### src/rtl/cache_line_burst_adapter.sv
// Cache-line burst adapter: turns one line fill or writeback request into a
// sequence of single-word memory beats, optionally critical-word-first on fills.
module cache_line_burst_adapter #(
   parameter int WORD_SIZE       = 32,
   parameter int WORDS_PER_LINE  = 8,
   parameter int ADDR_WIDTH      = 32,
   parameter int CRIT_WORD_FIRST = 0
) (
   input  logic                                clk,
   input  logic                                clr,
   input  logic                                req_valid,
   output logic                                req_ready,
   input  logic                                req_wb,
   input  logic [ADDR_WIDTH-1:0]               req_addr,
   input  logic [WORD_SIZE*WORDS_PER_LINE-1:0] line_wdata,
   output logic [WORD_SIZE*WORDS_PER_LINE-1:0] line_rdata,
   output logic                                done,
   output logic [ADDR_WIDTH-1:0]               mem_addr,
   output logic                                mem_re,
   output logic                                mem_we,
   output logic [WORD_SIZE-1:0]                mem_wdata,
   input  logic [WORD_SIZE-1:0]                mem_rdata,
   input  logic                                mem_ack
);

   localparam int BYTE_BITS   = $clog2(WORD_SIZE / 8);
   localparam int LINE_BITS   = $clog2(WORDS_PER_LINE);
   localparam int OFFSET_BITS = BYTE_BITS + LINE_BITS;
   localparam logic [LINE_BITS-1:0] LAST_BEAT = LINE_BITS'(WORDS_PER_LINE - 1);

   typedef enum logic [1:0] {IDLE, FILL, WB, DONE} state_t;

   state_t                  state;
   state_t                  state_next;
   logic [ADDR_WIDTH-1:0]   base;
   logic [ADDR_WIDTH-1:0]   beat_addr;
   logic [LINE_BITS-1:0]    index;
   logic [LINE_BITS-1:0]    beat;
   logic [WORD_SIZE-1:0]    buffer [WORDS_PER_LINE];
   logic                    accept;
   logic                    beat_done;
   logic                    unused_addr_bits;

   assign accept    = (state == IDLE) && req_valid;
   assign beat_done = ((state == FILL) || (state == WB)) && mem_ack;
   assign beat_addr = base + (ADDR_WIDTH'(index) << BYTE_BITS);
   // Byte-offset bits of req_addr only matter through the word index.
   assign unused_addr_bits = ^req_addr;

   always_ff @(posedge clk) begin
      if (clr)
         state <= IDLE;
      else
         state <= state_next;
   end

   always_comb begin
      state_next = state;
      req_ready  = 1'b0;
      done       = 1'b0;
      mem_re     = 1'b0;
      mem_we     = 1'b0;
      mem_addr   = '0;
      mem_wdata  = '0;
      case (state)
         IDLE: begin
            req_ready = 1'b1;
            if (req_valid)
               state_next = req_wb ? WB : FILL;
         end
         FILL: begin
            mem_re   = 1'b1;
            mem_addr = beat_addr;
            if (mem_ack && (beat == LAST_BEAT))
               state_next = DONE;
         end
         WB: begin
            mem_we    = 1'b1;
            mem_addr  = beat_addr;
            mem_wdata = buffer[index];
            if (mem_ack && (beat == LAST_BEAT))
               state_next = DONE;
         end
         DONE: begin
            done       = 1'b1;
            state_next = IDLE;
         end
         default: state_next = IDLE;
      endcase
   end

   // Index wraps naturally because it is exactly LINE_BITS wide.
   always_ff @(posedge clk) begin
      if (clr) begin
         base  <= '0;
         beat  <= '0;
         index <= '0;
      end else if (accept) begin
         base  <= {req_addr[ADDR_WIDTH-1:OFFSET_BITS], {OFFSET_BITS{1'b0}}};
         beat  <= '0;
         index <= ((CRIT_WORD_FIRST != 0) && !req_wb) ?
                  req_addr[OFFSET_BITS-1:BYTE_BITS] : '0;
      end else if (beat_done) begin
         beat  <= beat + LINE_BITS'(1);
         index <= index + LINE_BITS'(1);
      end
   end

   always_ff @(posedge clk) begin
      if (!clr) begin
         if (accept && req_wb) begin
            for (int i = 0; i < WORDS_PER_LINE; i++)
               buffer[i] <= line_wdata[i*WORD_SIZE +: WORD_SIZE];
         end else if (beat_done && (state == FILL)) begin
            buffer[index] <= mem_rdata;
         end
      end
   end

   for (genvar g = 0; g < WORDS_PER_LINE; g++) begin : g_pack
      assign line_rdata[g*WORD_SIZE +: WORD_SIZE] = buffer[g];
   end

endmodule

### config.mk
export PLATFORM = sky130hd
export DESIGN_NAME = cache_line_burst_adapter
export DESIGN_NICKNAME = d
export VERILOG_FILES = /design/src/rtl/cache_line_burst_adapter.sv
export SDC_FILE = /design/constraint.sdc
export NUM_CORES = 1
export LEC_CHECK = 0
export BUFFER_PORTS_ARGS = -buffer_cell sky130_fd_sc_hd__buf_2
export CAP_MARGIN = 10
export CORE_AREA = 2 2 255 257
export CTS_BUF_LIST = sky130_fd_sc_hd__clkbuf_16
export CTS_CLUSTER_SIZE = 8
export DETAILED_ROUTE_END_ITERATION = 8
export DIE_AREA = 0 0 257 259
export PLACE_DENSITY = 0.46
export REMOVE_ABC_BUFFERS = 1
export SETUP_SLACK_MARGIN = 0.2
export SLEW_MARGIN = 10
export SYNTH_ARGS = -nofsm -noshare
export SYNTH_HDL_FRONTEND = slang
export SYNTH_SLANG_ARGS = --single-unit
### constraint.sdc
create_clock -name clk -period 4.4 [get_ports clk]
set_clock_uncertainty 0.05 [all_clocks]
set_input_delay 0.88 -clock clk [delete_from_list [all_inputs] [get_ports clk]]
set_output_delay 0.88 -clock clk [all_outputs]
set_load 0.05 [all_outputs]
==> results of run 1 <==
-- logic make-up after synthesis --
logic type / count (synthesis) / share of synthesized area (%)
compound gates: 101 / 4.21
xor+xnor: 3 / 0.173
fa+ha+maj: 8 / 0.657
buf+inv: 106 / 3.93
flops: 294 / 55.5
mux: 352 / 31.0
other cells: 1 / 0.0246
simple gates: 129 / 4.58
-- final timing paths --
kind | startpoint | endpoint | slack, ps
max | state[0]$_SDFFE_PP0P_ | mem_wdata[6] | 660
min | base[11]$_SDFFE_PP0N_ | base[11]$_SDFFE_PP0N_ | 400
max reg2reg | state[0]$_SDFFE_PP0P_ | buffer[7][25]$_DFFE_PP_ | 1730
min reg2reg | base[11]$_SDFFE_PP0N_ | base[11]$_SDFFE_PP0N_ | 400
-- registers in the layout, summed over array words and instances, names as in the netlist, named ones only --
signal,flops
buffer,256
beat,3
index,3
state,2
base,27
-- worst min-delay path: stages, from the launching register on --
cell	delay, ps
dfxtp_1	300
nand2_1	50
a21oi_1	50
-- cell type report --
type | instances | share of cell area [%]
well taps | 855 | 5.18
clock buffers | 43 | 5.21
multi-input cells | 595 | 30.3
flip-flops and latches | 294 | 40.9
repair buffers | 681 | 17.3
diodes | 6 | 0.0727
clock inverters | 20 | 0.442
inverters | 34 | 0.618
-- cell usage after synthesis (all sizes together) (2+ instances only) --
library cell    n  area (um2)
mux2          288        3680
xor2            3        26.3
nand2b          7        43.8
nor2            7        26.3
a21oi          32         160
mux4           32         721
dfxtp          38         761
inv            34         128
a221oi         32         280
edfxtp        256        7690
buf            46         369
ha              8         100
mux2i          32         320
and2b           2        17.5
and2           31         194
clkbuf         26         101
o21ai          33         165
nand3           9        95.1
and3            2        12.5
nand2          65         244
-- through the flow --
stage               std cells  instance area, um2  TNS (ps)  utilization (%)
finish                   2528               20700         0             32.3
global route             2526               20700         0             32.3
CTS                      2522               20600         0             32.3
detailed placement       2459               19500         0             30.5
global placement         2459               19500         0             30.5
floorplan                 923               14800    -34100                -
-- power by group --
group          internal [W]  switching, W  leakage (nW)
logic              0.000695       0.00193          5.30
registers           0.00330      0.000118          2.65
clock network       0.00174       0.00125         0.625
total               0.00573       0.00330          8.57
-- per-layer routing --
layer	vias to the layer above	GRT usage, %	wire length [um]
li1	5112	-	-
met1	5888	23.7	27300
met2	560	34.4	33900
met3	96	6.41	5800
met4	18	4.49	1210
met5	-	0	123
==> flow_summary.toml, run 1 <==
[status]
outcome = "finished, final reports clean"

[floorplan]
die_w_um = 257
dieHeight_um = 259
die-area_mm2 = 0.0666
initial_core_util_pct = 23.8
core_mm2 = 0.0639
rows = 93
ios = 649

[grt]
grt_pass1_vias = 12300
antenna_found_initial = 19
grt_start_max_net_pins = 33
grt_first_pass_wirelength_um = 93100
grt_usage_pct = 19.8
overflow = 0

[timing]
hold_viol_final = 0
tightestPinTransition_ps = 1060
final.min_clock_period_ps = 3740
clock.fmax_mhz = 268
finalMaxSlewViolations = 0
setup_slack_ps = 663
setup_violations = 0
worst_hold_slack_ps = 398
rsz0062_at_grt = "no"
slew_headroom_pct = 29.5
fin_crit_sh_pct = 84.9

[setup_path]
crit_slowest_cell = "ha_2"
crit_arrival_ps = 2810
r2r_cells = 6
cp-start-kind = "register"
crit_type = "register to output port"
path_buf_inv = 3
crit_chain = "inv_1 -> ha_2 -> buf_4 -> o21ai_0 -> a221oi_1 -> buf_2"
cp.required_ps = 3470
cpLargestDelayFamily = "buffers and inverters"
crit_fanout = 18
crit_cells = 6
critical_path.max_stage_delay_ps = 580
end_kind = "output port"

[cells_and_area]
regArea_mm2 = 0.00846
mostFrequentLayoutCells = "buf_2, edfxtp_1, mux2_2"
drive_gt1_share_pct = 64.4
fin_nets = 1982
layout_commonest_cell = "buf_2"
fill_cells = 6531
multi_input_area_mm2 = 0.00625
syn_to_final_growth_pct = 35.6

[drt]
num_vias = 11700
drc_errors = 0
routed_wl_um = 68400
drt-initial-drc-count = 684
firstDrtPassIters = 5
wl_per_cell_um = 27.1
via_per_inst = 4.62
ant_nets = 0

[clocking]
cts-root-buf = "clkbuf_16"
cts_sinks = 294
cts_resized = 0
cts.htree.levels = 2
post_cts_buffers = 0
clock_latency_ps = 550
cts_buffers = 43
clkSlewWorstSetupHoldPaths_ps = 50
clockBufferDepth = 3
cts_tree = "done"
hold_buffers = 0

[place]
io_buffers = 641
pre_cts_slack_ps = 1240
gp_routability_congestion = 0.912
hpwl_um = 49700

[pwr]
p_per_area_mw_per_mm2 = 437
power_w = 0.00903
power_leakage_nw = 8.57
peakVddDrop_uv = 341

[synth]
synth-seq-cells = 294
yosys_warnings = 0
postSynthCellCount = 994
avgSynthCellArea_um2 = 15.3
seq_area_frac_synth_pct = 55.5
synth_cell_types = 39
ys.flop_type = "edfxtp_1"
syn-cell-area_mm2 = 0.0152
async_flop_share_pct = 0
synth-edff-count = 256

[worst_hold_path]
hold_depth = 2
hold_path_class = "register to register"

[job]
max_cap_violations = 0
Power figures use the tool's default switching activity.
==> run 2: changes to the inputs <==
--- a/config.mk
+++ b/config.mk
@@ -5,14 +5,15 @@
 export SDC_FILE = /design/constraint.sdc
 export NUM_CORES = 1
 export LEC_CHECK = 0
+export ABC_AREA = 1
 export BUFFER_PORTS_ARGS = -buffer_cell sky130_fd_sc_hd__buf_2
 export CAP_MARGIN = 10
-export CORE_AREA = 2 2 255 257
+export CORE_AREA = 2 2 252 254
 export CTS_BUF_LIST = sky130_fd_sc_hd__clkbuf_16
 export CTS_CLUSTER_SIZE = 8
 export DETAILED_ROUTE_END_ITERATION = 8
-export DIE_AREA = 0 0 257 259
-export PLACE_DENSITY = 0.46
+export DIE_AREA = 0 0 254 256
+export PLACE_DENSITY = 0.48
 export REMOVE_ABC_BUFFERS = 1
 export SETUP_SLACK_MARGIN = 0.2
 export SLEW_MARGIN = 10
==> constraint.sdc (replaced) <==
create_clock -name clk -period 3.5 [get_ports clk]
set_clock_uncertainty 0.05 [all_clocks]
set_input_delay 0.7 -clock clk [delete_from_list [all_inputs] [get_ports clk]]
set_output_delay 0.7 -clock clk [all_outputs]
set_load 0.05 [all_outputs]
==> run 2 against run 1 <==
Critical path depth unchanged. Die area shrank 2.3%. Via count is 36% higher. Wire length grew 9.9%. Sequential share of layout area is 1.1 points lower. Non-clock buffer count up 8. Cell count up 37%. Clock power up 29%. Largest cell class unchanged. Largest power group is now combinational cells. Highest routed layer unchanged.
==> flow_summary.toml, run 2 <==
[status]
outcome = "finished, final reports clean"

[pwr]
switching_share_pct = 41.4
p_per_area_mw_per_mm2 = 614
intPower_w = 0.00763
peakVddDrop_uv = 513
seq_power_share_pct = 33.9
power.switching_w = 0.00539
pwr-share-comb_pct = 36.4
power_leakage_nw = 11.1
pwr-share-clk_pct = 29.7

[timing]
slew_headroom_pct = 45.3
setup_violations = 0
tightestPinTransition_ps = 820
fin_crit_sh_pct = 89.3
final.min_clock_period_ps = 3120
clock.fmax_mhz = 320
rsz0062_at_grt = "no"
setup_slack_ps = 376
setup_tns_ps = 0
hold_viol_final = 0
finalMaxSlewViolations = 0
worst_hold_slack_ps = 353

[place]
pre_cts_slack_ps = 643
io_buffers = 641
gp_routability_congestion = 0.890
hpwl_um = 52700
dp.cells = 3404

[synth]
synth_area_leaders = "edfxtp_1, nand2_1, inv_1, o21ai_1, nand3_1"
yosysMostFrequentCell = "nand2_1"
avgSynthCellArea_um2 = 7.96
async_flop_share_pct = 0
synth_cell_types = 22
yosys_warnings = 0
ys.flop_type = "edfxtp_1"
synthTopCellsByCount = "nand2_1, inv_1, edfxtp_1, o21ai_1, nand3_1"
seq_area_frac_synth_pct = 53.4
syn-cell-area_mm2 = 0.0158
postSynthCellCount = 1989
synth_top_area_share_pct = 48.5
synth_largest_area_cell = "edfxtp_1"
synth-seq-cells = 294
synth-edff-count = 256

[setup_path]
end_kind = "output port"
crit_arrival_ps = 2370
crit_fanout = 33
r2r_slack_ps = 750
crit_type = "register to output port"
cp.required_ps = 2750
cp-start-kind = "register"

[clocking]
clkSlewWorstSetupHoldPaths_ps = 60
cts_tree = "done"
cts.htree.levels = 2
cts_sinks = 294
clockBufferDepth = 3
cts-root-buf = "clkbuf_16"
post_cts_buffers = 0
clock_latency_ps = 550
cts_buffers = 43
hold_buffers = 0

[drt]
wl_per_cell_um = 21.6
routed_wl_um = 75200
drt-initial-drc-count = 1315
drc_errors = 0
num_vias = 15900
ant_nets = 0
via_per_inst = 4.57
firstDrtPassIters = 5

[cells_and_area]
mostFrequentLayoutCells = "buf_2, nand2_1, inv_1"
drive_gt1_share_pct = 29.0
fin_cells = 3474
largest-register = "buffer"
syn_to_final_growth_pct = 34.0
fin_nets = 2936
reg_top3 = "buffer x256, base x27"
utilization_pct = 34.0
fill_cells = 6779
layout_commonest_cell = "buf_2"
largest_reg_flops = 256

[grt]
antenna_found_initial = 11
grt_pass1_vias = 15300
grt_usage_pct = 22.4
overflow = 0
grt_first_pass_wirelength_um = 105000
grt_start_max_net_pins = 79

[worst_hold_path]
hold_path_class = "input port to register"

[floorplan]
die_w_um = 254
initial_core_util_pct = 25.4
die-area_mm2 = 0.0650
core_mm2 = 0.0624
ios = 649
rows = 92
dieHeight_um = 256

[job]
max_cap_violations = 0
-- run 2: cell types whose count changed in the layout (fill, tap and decap cells not counted), sizes merged, moves of 127 or more --
cell | previous run | this run
inv | 51 | 346
mux2 | 288 | 0
nand2 | 65 | 642
nand3 | 9 | 162
nor2 | 7 | 134
o21ai | 33 | 288
-- run 2: power groups by stage --
stage	sequential [W]	clock, W	combinational, W
5_1_grt	0.00445	0.00410	0.00511
4_1_cts	0.00442	0.00396	0.00477
3_5_place_dp	0.00448	0	0.00475
3_3_place_gp	0.00447	0	0.00474
2_1_floorplan	0.00515	0	0.00238
6_report	0.00441	0.00387	0.00475
-- run 2: final timing paths --
path | from | to | cells past startpoint
setup / recovery | register | mem_wdata[14] | 6
hold / removal | req_addr[15] | base[15]$_SDFFE_PP0N_ | 3
setup reg to reg | state[0]$_SDFFE_PP0P_ | buffer[1][2]$_DFFE_PP_ | 8
hold reg to reg | beat[1]$_SDFFE_PP0P_ | beat[1]$_SDFFE_PP0P_ | 2
-- run 2: repair_timing --
action,4_1_cts,5_1_grt
setup endpoints to repair,3,1
endpoints found under the hold margin,0,0
resized for setup,1,1
-- run 2: per-stage QoR --
| step | cell area [um2] | total power [W] |
|---|---|---|
| final | 21200 | 0.0130 |
| after floorplan | 15000 | 0.00753 |
| after global routing | 21200 | 0.0136 |
| after detailed placement | 20000 | 0.00923 |
| after CTS | 21200 | 0.0131 |
| after global placement | 20000 | 0.00922 |
-- run 2: critical path, cell delays in order (launching register included) --
cell	delay, ps
dfxtp_4	570
buf_12	300
nand3_1	180
nand2_1	100
nor2_1	50
nor2_2	260
buf_2	320
-- run 2: layer usage --
layer	vias to the layer above	track usage [%]	share of wire [%]
met1	7438	27.5	40
met2	781	37.4	47
met4	12	7.29	3.0
met3	128	6.42	9.8
li1	7517	-	-
met5	-	0	0.10
-- run 2: area by class of cell --
cell class                 count  area (um2)  share of cell area, %
antenna                        6        15.0                 0.0708
clock buffer                  45        1130                   5.31
clock inverter                19        72.6                  0.342
inverter                     332        1250                   5.91
multi-input combinational   1243        5410                   25.5
sequential                   294        8460                   39.9
tap                          846        1060                   4.99
timing repair buffer         689        3820                   18.0
-- run 2: cell families after synthesis --
kind of cell    synth area share, %
xor+xnor                     0.0553
simple gates                   23.7
fa+ha+maj                     0.632
other cells                  0.0237
compound gates                 9.29
flops                          53.4
buf+inv                        12.9
==> run 3: changes to the inputs <==
--- a/config.mk
+++ b/config.mk
@@ -8,12 +8,14 @@
 export ABC_AREA = 1
 export BUFFER_PORTS_ARGS = -buffer_cell sky130_fd_sc_hd__buf_2
 export CAP_MARGIN = 10
-export CORE_AREA = 2 2 252 254
+export CELL_PAD_IN_SITES_DETAIL_PLACEMENT = 2
+export CELL_PAD_IN_SITES_GLOBAL_PLACEMENT = 2
+export CORE_AREA = 2 2 253 255
 export CTS_BUF_LIST = sky130_fd_sc_hd__clkbuf_16
 export CTS_CLUSTER_SIZE = 8
 export DETAILED_ROUTE_END_ITERATION = 8
-export DIE_AREA = 0 0 254 256
-export PLACE_DENSITY = 0.48
+export DIE_AREA = 0 0 255 257
+export PLACE_DENSITY = 0.77
 export REMOVE_ABC_BUFFERS = 1
 export SETUP_SLACK_MARGIN = 0.2
 export SLEW_MARGIN = 10
==> run 3 against run 2 <==
Clock power is essentially flat. Non-clock buffer count increased by 1. Cell count increased by 0.17%. Power increased by 1.4%. Utilization down 0.24 points. Die area grew 0.79%. Combinational power grew 3%. Hold slack worse by 4.4 ps.
==> flow_summary.toml, run 3 (synthesis results as in run 2) <==
[drt]
routed_wl_um = 85800
met3_length_um = 6670
ant_nets = 0
firstDrtPassIters = 5
drt-met1-wl_um = 33000
dr_wl_met2_um = 42700
drc_errors = 0
top_layer = "met5"
num_vias = 16500
wl_per_cell_um = 24.6
drt-initial-drc-count = 850
via_per_inst = 4.76

[grt]
grt_usage_pct = 25.4
antenna_found_initial = 25
grt_pass1_vias = 18300
grt_first_pass_wirelength_um = 121000
overflow = 0
grt_start_max_net_pins = 70

[cells_and_area]
drive_gt1_share_pct = 29.0
fin_nets = 2937
largest-register = "buffer"
fill_cells = 7390
mostFrequentLayoutCells = "buf_2, nand2_1, inv_1"
reg_top3 = "buffer x256, base x27"
layout_commonest_cell = "buf_2"
syn_to_final_growth_pct = 33.8
largest_reg_flops = 256
fin_cells = 3480
post-route-cell-area_mm2 = 0.0212

[floorplan]
dieHeight_um = 257
ios = 649
die-area_mm2 = 0.0655
die_w_um = 255
rows = 92
core_mm2 = 0.0627
initial_core_util_pct = 25.2

[place]
place_area_mm2 = 0.0199
hpwl_um = 62300
dp.cells = 3405
io_buffers = 641
gp_routability_congestion = 0.860

[timing]
rsz0062_at_grt = "no"
slew_headroom_pct = 62.9
setup_violations = 0
hold_viol_final = 0
fin_crit_sh_pct = 90.2
clock.fmax_mhz = 317
final.min_clock_period_ps = 3160
tightestPinTransition_ps = 554
finalMaxSlewViolations = 0

[job]
max_cap_violations = 0

[setup_path]
r2r_start = "state[0]$_SDFFE_PP0P_"
r2r_cells = 8
end_kind = "output port"
critical_path.max_stage_delay_ps = 370
cp.required_ps = 2750
crit_slowest_cell = "dfxtp_4"
crit_fanout = 50
r2r-end = "buffer[0][16]$_DFFE_PP_"
cp-start-kind = "register"
crit_type = "register to output port"
r2r_slack_ps = 710
crit_chain = "inv_6 -> buf_12 -> nand2_1 -> nand3_1 -> nand2_1 -> nor2_1 -> nor2_1 -> buf_2"
crit_arrival_ps = 2410

[worst_hold_path]
hold_start = "req_addr[7]"
hold_depth = 3
hold_path_class = "input port to register"
hold-path-endpoint = "base[7]$_SDFFE_PP0N_"

[clocking]
clock_latency_ps = 550
cts_buffers = 43
cts.htree.levels = 2
cts_tree = "done"
clkSlewWorstSetupHoldPaths_ps = 50
clockBufferDepth = 3
cts_sinks = 294
cts-root-buf = "clkbuf_16"

[pwr]
p_per_area_mw_per_mm2 = 623
peakVddDrop_uv = 384
power_leakage_nw = 11.0

[status]
outcome = "finished, final reports clean"
## run 3: cell count changes in the layout (fill, tap and decap cells not counted), sizes merged
cell   change
buf        +1
diode      +5
## run 3: through the flow
| stage | total power [W] | setup TNS, ps | hold WS, ps | utilization [%] | setup WS, ps |
|---|---|---|---|---|---|
| after CTS | 0.0134 | 0 | 311 | 33.7 | 241 |
| after global placement | 0.00921 | 0 | 411 | 31.8 | 641 |
| final | 0.0132 | 0 | 348 | 33.8 | 344 |
| after floorplan | 0.00753 | -155950 | 397 | - | -3170 |
| after detailed placement | 0.00940 | 0 | 425 | 31.8 | 571 |
| after global routing | 0.0138 | 0 | 347 | 33.7 | 227 |
## run 3: worst max path at each step
stage	endpoint	startpoint
final	mem_wdata[10]	register
after global routing	mem_wdata[10]	register
after CTS	mem_wdata[8]	register
after detailed placement	buffer[0][15]$_DFFE_PP_	clr
after global placement	buffer[0][15]$_DFFE_PP_	clr
after floorplan	mem_wdata[0]	register
## run 3: layout make-up
class	count	area, um2	area share [%]
flip-flops and latches	294	8460	39.9
well taps	846	1060	5.00
diodes	11	27.5	0.130
clock inverters	19	71.3	0.337
repair buffers	690	3770	17.8
inverters	332	1250	5.91
clock buffers	45	1130	5.32
multi-input cells	1243	5420	25.6
## run 3: timing repair
action                                  4_1_cts  5_1_grt
endpoints found under the setup margin       12        1
setup buffers                                 0        0
pin swaps                                     0        0
gates resized for setup                       3        1
hold buffers                                  0        0
## run 3: report_power, final
| part | total [W] | internal [W] | leakage, nW | switching [W] |
|---|---|---|---|---|
| registers | 0.00443 | 0.00422 | 2.65 | 0.000213 |
| clock network | 0.00390 | 0.00226 | 0.645 | 0.00164 |
| logic | 0.00488 | 0.00113 | 7.74 | 0.00374 |
## run 3: routing by layer
metal | track usage [%] | vias to the layer above
met5 | 0 | -
met4 | 9.60 | 26
met3 | 7.18 | 193
met2 | 45.0 | 599
met1 | 28.8 | 8206
li1 | - | 7524
## run 3: worst max-delay path: cells and delay by family (launching register included)
kind          cells  cell delay (ps)
simple gates      5              560
flops             1              370
buf+inv           3              840
